===== src/rtl/decode_stage.sv =====
// RV32 decode stage: one-entry output register with load-use interlock.
// Latency: 1 cycle from input accept to out_valid; sustains 1 instr/cycle.
// Backpressure: in_ready drops on flush, load-use hazard or a full, stalled output.
module decode_stage #(
    parameter int XLEN         = 32,
    parameter int EN_M         = 0,
    parameter int LOAD_BUBBLES = 1
) (
    input  logic            CLK,
    input  logic            RST_N,
    input  logic            in_valid,
    output logic            in_ready,
    input  logic [31:0]     in_instr,
    input  logic [XLEN-1:0] in_pc,
    input  logic            flush,
    output logic            out_valid,
    input  logic            out_ready,
    output logic [31:0]     out_instr,
    output logic [XLEN-1:0] out_pc,
    output logic [16:0]     out_ctrl,
    output logic            out_muldiv,
    output logic            out_illegal
);

    typedef struct packed {
        logic       jump;
        logic       branch;
        logic       store;
        logic       reg_write;
        logic       mem_we2;
        logic       mem_rden2;
        logic [3:0] alu_fun;
        logic [1:0] alu_srca;
        logic [2:0] alu_srcb;
        logic [1:0] rf_wr_sel;
    } ctrl_t;

    localparam logic [6:0] OP_R      = 7'b0110011;
    localparam logic [6:0] OP_IMM    = 7'b0010011;
    localparam logic [6:0] OP_LOAD   = 7'b0000011;
    localparam logic [6:0] OP_STORE  = 7'b0100011;
    localparam logic [6:0] OP_BRANCH = 7'b1100011;
    localparam logic [6:0] OP_JAL    = 7'b1101111;
    localparam logic [6:0] OP_JALR   = 7'b1100111;
    localparam logic [6:0] OP_LUI    = 7'b0110111;
    localparam logic [6:0] OP_AUIPC  = 7'b0010111;

    localparam logic [1:0] HAZ_INIT = 2'(LOAD_BUBBLES - 1);

    logic [6:0] opcode;
    logic [2:0] funct3;
    logic [6:0] funct7;
    logic [4:0] rs1;
    logic [4:0] rs2;
    logic [4:0] held_rd;

    ctrl_t dec_ctrl;
    ctrl_t ctrl_q;
    logic  dec_muldiv;
    logic  dec_illegal;
    logic  use_rs1;
    logic  use_rs2;

    logic [1:0] haz_cnt;
    logic [4:0] haz_rd;
    logic       held_ld_vld;
    logic       cnt_ld_vld;
    logic       hazard;
    logic       accept;
    logic       xfer;

    assign opcode  = in_instr[6:0];
    assign funct3  = in_instr[14:12];
    assign funct7  = in_instr[31:25];
    assign rs1     = in_instr[19:15];
    assign rs2     = in_instr[24:20];
    assign held_rd = out_instr[11:7];

    always_comb begin
        dec_ctrl    = '0;
        dec_muldiv  = 1'b0;
        dec_illegal = 1'b0;
        use_rs1     = 1'b0;
        use_rs2     = 1'b0;
        case (opcode)
            OP_R: begin
                use_rs1 = 1'b1;
                use_rs2 = 1'b1;
                if (funct7 == 7'b0000000 || funct7 == 7'b0100000) begin
                    dec_ctrl.alu_fun   = {in_instr[30], funct3};
                    dec_ctrl.rf_wr_sel = 2'b11;
                    dec_ctrl.reg_write = 1'b1;
                end else if (funct7 == 7'b0000001 && EN_M != 0) begin
                    dec_muldiv         = 1'b1;
                    dec_ctrl.alu_fun   = {1'b0, funct3};
                    dec_ctrl.rf_wr_sel = 2'b11;
                    dec_ctrl.reg_write = 1'b1;
                end else begin
                    dec_illegal = 1'b1;
                end
            end
            OP_IMM: begin
                use_rs1            = 1'b1;
                dec_ctrl.alu_fun   = {(funct3 == 3'b101) ? in_instr[30] : 1'b0, funct3};
                dec_ctrl.alu_srcb  = 3'b001;
                dec_ctrl.rf_wr_sel = 2'b11;
                dec_ctrl.reg_write = 1'b1;
            end
            OP_LOAD: begin
                use_rs1            = 1'b1;
                dec_ctrl.alu_srcb  = 3'b001;
                dec_ctrl.rf_wr_sel = 2'b10;
                dec_ctrl.reg_write = 1'b1;
                dec_ctrl.mem_rden2 = 1'b1;
            end
            OP_STORE: begin
                use_rs1           = 1'b1;
                use_rs2           = 1'b1;
                dec_ctrl.alu_srcb = 3'b010;
                dec_ctrl.mem_we2  = 1'b1;
                dec_ctrl.store    = 1'b1;
            end
            OP_BRANCH: begin
                use_rs1         = 1'b1;
                use_rs2         = 1'b1;
                dec_ctrl.branch = 1'b1;
            end
            OP_JAL, OP_JALR: begin
                use_rs1            = (opcode == OP_JALR);
                dec_ctrl.reg_write = 1'b1;
                dec_ctrl.jump      = 1'b1;
            end
            OP_LUI: begin
                dec_ctrl.alu_fun   = 4'b1001;
                dec_ctrl.alu_srca  = 2'b01;
                dec_ctrl.rf_wr_sel = 2'b11;
                dec_ctrl.reg_write = 1'b1;
            end
            OP_AUIPC: begin
                dec_ctrl.alu_srca  = 2'b01;
                dec_ctrl.alu_srcb  = 3'b011;
                dec_ctrl.rf_wr_sel = 2'b11;
                dec_ctrl.reg_write = 1'b1;
            end
            default: dec_illegal = 1'b1;
        endcase
    end

    // A load is a hazard source both while still held here and for the bubble window after it leaves.
    assign held_ld_vld = out_valid && ctrl_q.mem_rden2 && (held_rd != 5'd0);
    assign cnt_ld_vld  = (haz_cnt != 2'd0) && (haz_rd != 5'd0);

    assign hazard = (use_rs1 && ((held_ld_vld && rs1 == held_rd) || (cnt_ld_vld && rs1 == haz_rd)))
                 || (use_rs2 && ((held_ld_vld && rs2 == held_rd) || (cnt_ld_vld && rs2 == haz_rd)));

    assign in_ready = RST_N && !flush && !hazard && (!out_valid || out_ready);
    assign accept   = in_valid && in_ready;
    assign xfer     = out_valid && out_ready && !flush;
    assign out_ctrl = ctrl_q;

    always_ff @(posedge CLK or negedge RST_N) begin
        if (!RST_N) begin
            out_valid   <= 1'b0;
            out_instr   <= '0;
            out_pc      <= '0;
            ctrl_q      <= '0;
            out_muldiv  <= 1'b0;
            out_illegal <= 1'b0;
        end else if (flush) begin
            out_valid <= 1'b0;
        end else if (accept) begin
            out_valid   <= 1'b1;
            out_instr   <= in_instr;
            out_pc      <= in_pc;
            ctrl_q      <= dec_ctrl;
            out_muldiv  <= dec_muldiv;
            out_illegal <= dec_illegal;
        end else if (out_valid && out_ready) begin
            out_valid <= 1'b0;
        end
    end

    always_ff @(posedge CLK or negedge RST_N) begin
        if (!RST_N) begin
            haz_cnt <= 2'd0;
            haz_rd  <= 5'd0;
        end else if (xfer && ctrl_q.mem_rden2 && held_rd != 5'd0) begin
            haz_rd  <= held_rd;
            haz_cnt <= HAZ_INIT;
        end else if (haz_cnt != 2'd0 && !(out_valid && !out_ready)) begin
            haz_cnt <= haz_cnt - 2'd1;
        end
    end

endmodule


===== config.mk =====
export PLATFORM = sky130hd
export DESIGN_NAME = decode_stage
export DESIGN_NICKNAME = d
export VERILOG_FILES = /design/src/rtl/decode_stage.sv
export SDC_FILE = /design/constraint.sdc
export NUM_CORES = 1
export LEC_CHECK = 0
export BUFFER_PORTS_ARGS = -buffer_cell sky130_fd_sc_hd__buf_2
export CORE_UTILIZATION = 40
export DETAILED_ROUTE_END_ITERATION = 6
export GPL_TIMING_DRIVEN = 0
export HOLD_SLACK_MARGIN = 0.02
export PLACE_DENSITY = 0.68
export SKIP_LAST_GASP = 1
export SLEW_MARGIN = 20
export SYNTH_ARGS = -nofsm -noshare
export SYNTH_HDL_FRONTEND = slang
export SYNTH_SLANG_ARGS = --single-unit

===== constraint.sdc =====
create_clock -name CLK -period 6.42 [get_ports CLK]
set_clock_uncertainty 0.2 [all_clocks]
set_input_delay 0.321 -clock CLK [delete_from_list [all_inputs] [get_ports CLK]]
set_output_delay 0.321 -clock CLK [all_outputs]
set_load 0.03 [all_outputs]

==> impl_metrics.py <==
metrics = {
    "floorplanning": {
        "rows": 37,
        "io_pins": 154,
        "die_y_um": 105.9,
        "dieArea_um2": 11220,
        "initial_utilization_pct": 41.48,
        "die_width_um": 105.9,
        "core_um2": 10420,
    },
    "sta": {
        "hold-worst-slack_ns": 0.04254,
        "finalCritPeriodShare_pct": 47.46,
        "rsz0062_at_grt": "false",
        "tightest_slew_ns": 0.5434,
        "drv_slew": 0,
        "fin_crit_ns": 3.047,
        "fmax_ghz": 0.3282,
        "setup_viol": 0,
        "worst_slack_ns": 3.373,
        "finalHoldViolCount": 0,
        "tns_ns": 0,
        "slew_headroom_pct": 63.77,
    },
    "worst_hold_path": {
        "hp-start": "in_instr[0]",
        "min_path_type": "input pin to flop",
    },
    "critical_path": {
        "required_ns": 6.45,
        "critPathMaxFanout": 10,
        "worstSetupStartpointType": "flop",
        "critPathKind": "flop to flop",
        "timing.rr.start": "out_instr[7]",
        "critPathCaptureType": "flop",
        "timing.critical_path.from": "out_instr[7]",
        "cp_data_arrival_time_ns": 3.08,
    },
    "global_route": {
        "grt_max_degree": 48,
        "antenna_found_initial": 0,
        "grt_pass1_vias": 3137,
        "overflow": 0,
        "grt_usage_pct": 18.57,
        "grt_pass1_wl_um": 16010,
    },
    "route": {
        "top_layer": "met4",
        "vias": 3056,
        "avgRoutedWirePerCell_um": 15.53,
        "drc": 0,
        "viasPerCell": 4.745,
        "met1Wirelength_um": 4673,
        "drt_wl_total_um": 9999,
        "dr.pass1.iters": 4,
        "drtIter0Drc": 116,
        "drtAntennaViolNets": 0,
        "dr_wl_met3_um": 368,
        "wl_met2_um": 4739,
    },
    "finish": {
        "final_cells": 644,
        "antenna_cells": 0,
        "area_delta_synth_final_pct": 37.27,
        "nNetsFinal": 573,
        "final_layout_size_suffix_gt1_share_pct": 52.76,
    },
    "clocking": {
        "cts_buffer_depth": 2,
        "cts_post_setup_buffers_inserted": 0,
        "tritoncts": "yes",
        "htree_levels": 3,
        "cts_root_buf": "clkbuf_8",
        "clk_latency_ns": 0.35,
        "clkTransAtPathRegs_ns": 0.09,
        "cts_sinks": 87,
        "cts_buffers": 9,
    },
    "yosys": {
        "ys_seq_elements": 87,
        "synth_top_family_by_area": "multiplexers",
        "synth_top_area_share_pct": 50.39,
        "postSynthAreaPerCell_um2": 14.60,
        "syn_area_um2": 4320,
        "synthTopCellsByCount": "87 x dfrtp_1, 74 x mux2_4, 14 x nand2_1",
        "synth-edff-count": 0,
        "synth_compound_area_share_pct": 2.925,
        "synth_mux_area_share_pct": 28.18,
        "synth_top_area_cell": "dfrtp_1",
        "synthDistinctLibCells": 44,
        "yosys.area_share.simple_pct": 7.443,
        "async_reset_ff_share_pct": 100.0,
        "yosysWarningCount": 0,
        "synth_cells": 296,
        "yosys-top-cells-area": "dfrtp_1 50%, mux2_4 26%, buf_12 3.7%, xnor2_1 2.6%, xor2_1 1.6%",
        "ys_seq_area_share_pct": 50.39,
        "synth_most_common_cell": "dfrtp_1",
        "synth-main-ff-cell": "dfrtp_1",
        "synthXorXnorAreaFrac_pct": 4.257,
        "synthAdderAreaFrac_pct": 0.2896,
    },
    "power_and_ir_drop": {
        "power.share.clock_pct": 23.8,
        "swShare_pct": 34.53,
        "power_density_nw_per_um2": 279.9,
        "p_total_mw": 1.660,
        "comb_power_share_pct": 33.9,
        "switching_power_uw": 573.0,
        "internal_power_mw": 1.087,
        "power_frac_seq_pct": 42.3,
        "peakVddDrop_uv": 135.4,
        "leakagePower_nw": 2.925,
    },
    "placement": {
        "port_buffers": 147,
        "hpwl_um": 6838,
        "place_worst_setup_slack_ns": 3.385,
        "placed_cells": 582,
        "gp_congestion": 0.8600,
    },
    "run": {
        "maxCapViolCount": 0,
    },
    "status": {
        "outcome": "complete, no violations",
    },
}
==> power groups by stage <==
stage               registers (mW)  logic [mW]  clock network, mW
finish                       0.702       0.563              0.394
global route                 0.716       0.596              0.430
detailed placement           0.711       0.540                  0
global placement             0.706       0.534                  0
CTS                          0.702       0.565              0.407
floorplan                    0.877       0.210                  0
==> area by class of cell <==
class                   count  area [um2]
multi-input cells         183        1873
clock buffers              10       137.6
well taps                 136       170.2
flip-flops and latches     87        2177
clock inverters             6       68.82
inverters                  10       37.54
repair buffers            194        1226
plain buffers              18       240.2
fillers                   853        4486
==> worst max-delay path, stage by stage (launching register included) <==
cell	delay, ns
dfrtp_1	0.50
or4_1	0.57
o211ai_2	0.21
nor4_1	0.08
a211o_1	0.31
nor4b_2	0.31
buf_6	0.27
buf_12	0.17
mux2_4	0.31
==> final timing paths <==
kind	slack, ns	cells after the start	end
worst max-delay path	3.37	8	out_pc[19]
worst min-delay path	0.04	2	out_instr[0]
worst max register to register	3.37	8	out_pc[19]
worst min register to register	0.31	1	out_instr[22]
max in group asynchronous	5.11	3	out_instr[27]
min in group asynchronous	0.30	2	out_instr[22]
==> cell usage in the layout, fill, tap and decap left out, types with 2 or more instances in the layout <==
master	count
a21oi_1	3
and3b_1	2
buf_12	8
buf_2	146
buf_4	6
buf_6	3
clkbuf_8	10
clkinv_4	2
conb_1	3
dfrtp_1	87
dlygate4sd3_1	46
inv_1	10
mux2_2	5
mux2_4	74
mux2i_1	5
nand2_1	14
nand3_1	4
nand3b_1	3
nor2_1	8
nor2b_1	2
nor3_1	5
nor4_1	5
o21ai_0	5
o21bai_1	2
o22ai_1	2
or4_1	2
xnor2_1	13
xor2_1	8
==> state kept, by name, indices dropped and copies added, names as in the netlist <==
register / count
haz_cnt: 2
haz_rd: 5
out_ctrl: 14
out_illegal: 1
out_instr: 32
out_pc: 32
out_valid: 1
==> metrics by stage <==
stage	instance area, um2	utilization, %
after floorplan	4328	-
after global placement	5234	50.25
after detailed placement	5264	50.53
after CTS	5931	56.94
after global routing	5931	56.94
final	5931	56.94
==> layer usage <==
layer	track usage, %	vias up
li1	-	1444
met1	24.15	1493
met2	30.30	103
met3	3.127	16
met4	8.631	0
met5	0	-
==> timing repair <==
action | CTS | global route
gates resized for setup | 0 | 0
endpoints found under the hold margin | 85 | 0
hold buffers | 46 | 0
==> cell families (layout without fill, tap and decap cells) <==
group	count (synthesis)	count (layout)
flip-flops	87	87
multiplexers	84	84
AND/OR/NAND/NOR	56	56
buffers and inverters	28	238
XOR/XNOR	21	21
AO/OA/AOI/OAI	18	18
adder cells (fa/ha/maj)	1	1
other	1	3
Note: power is estimated with default switching activity, not from simulation.
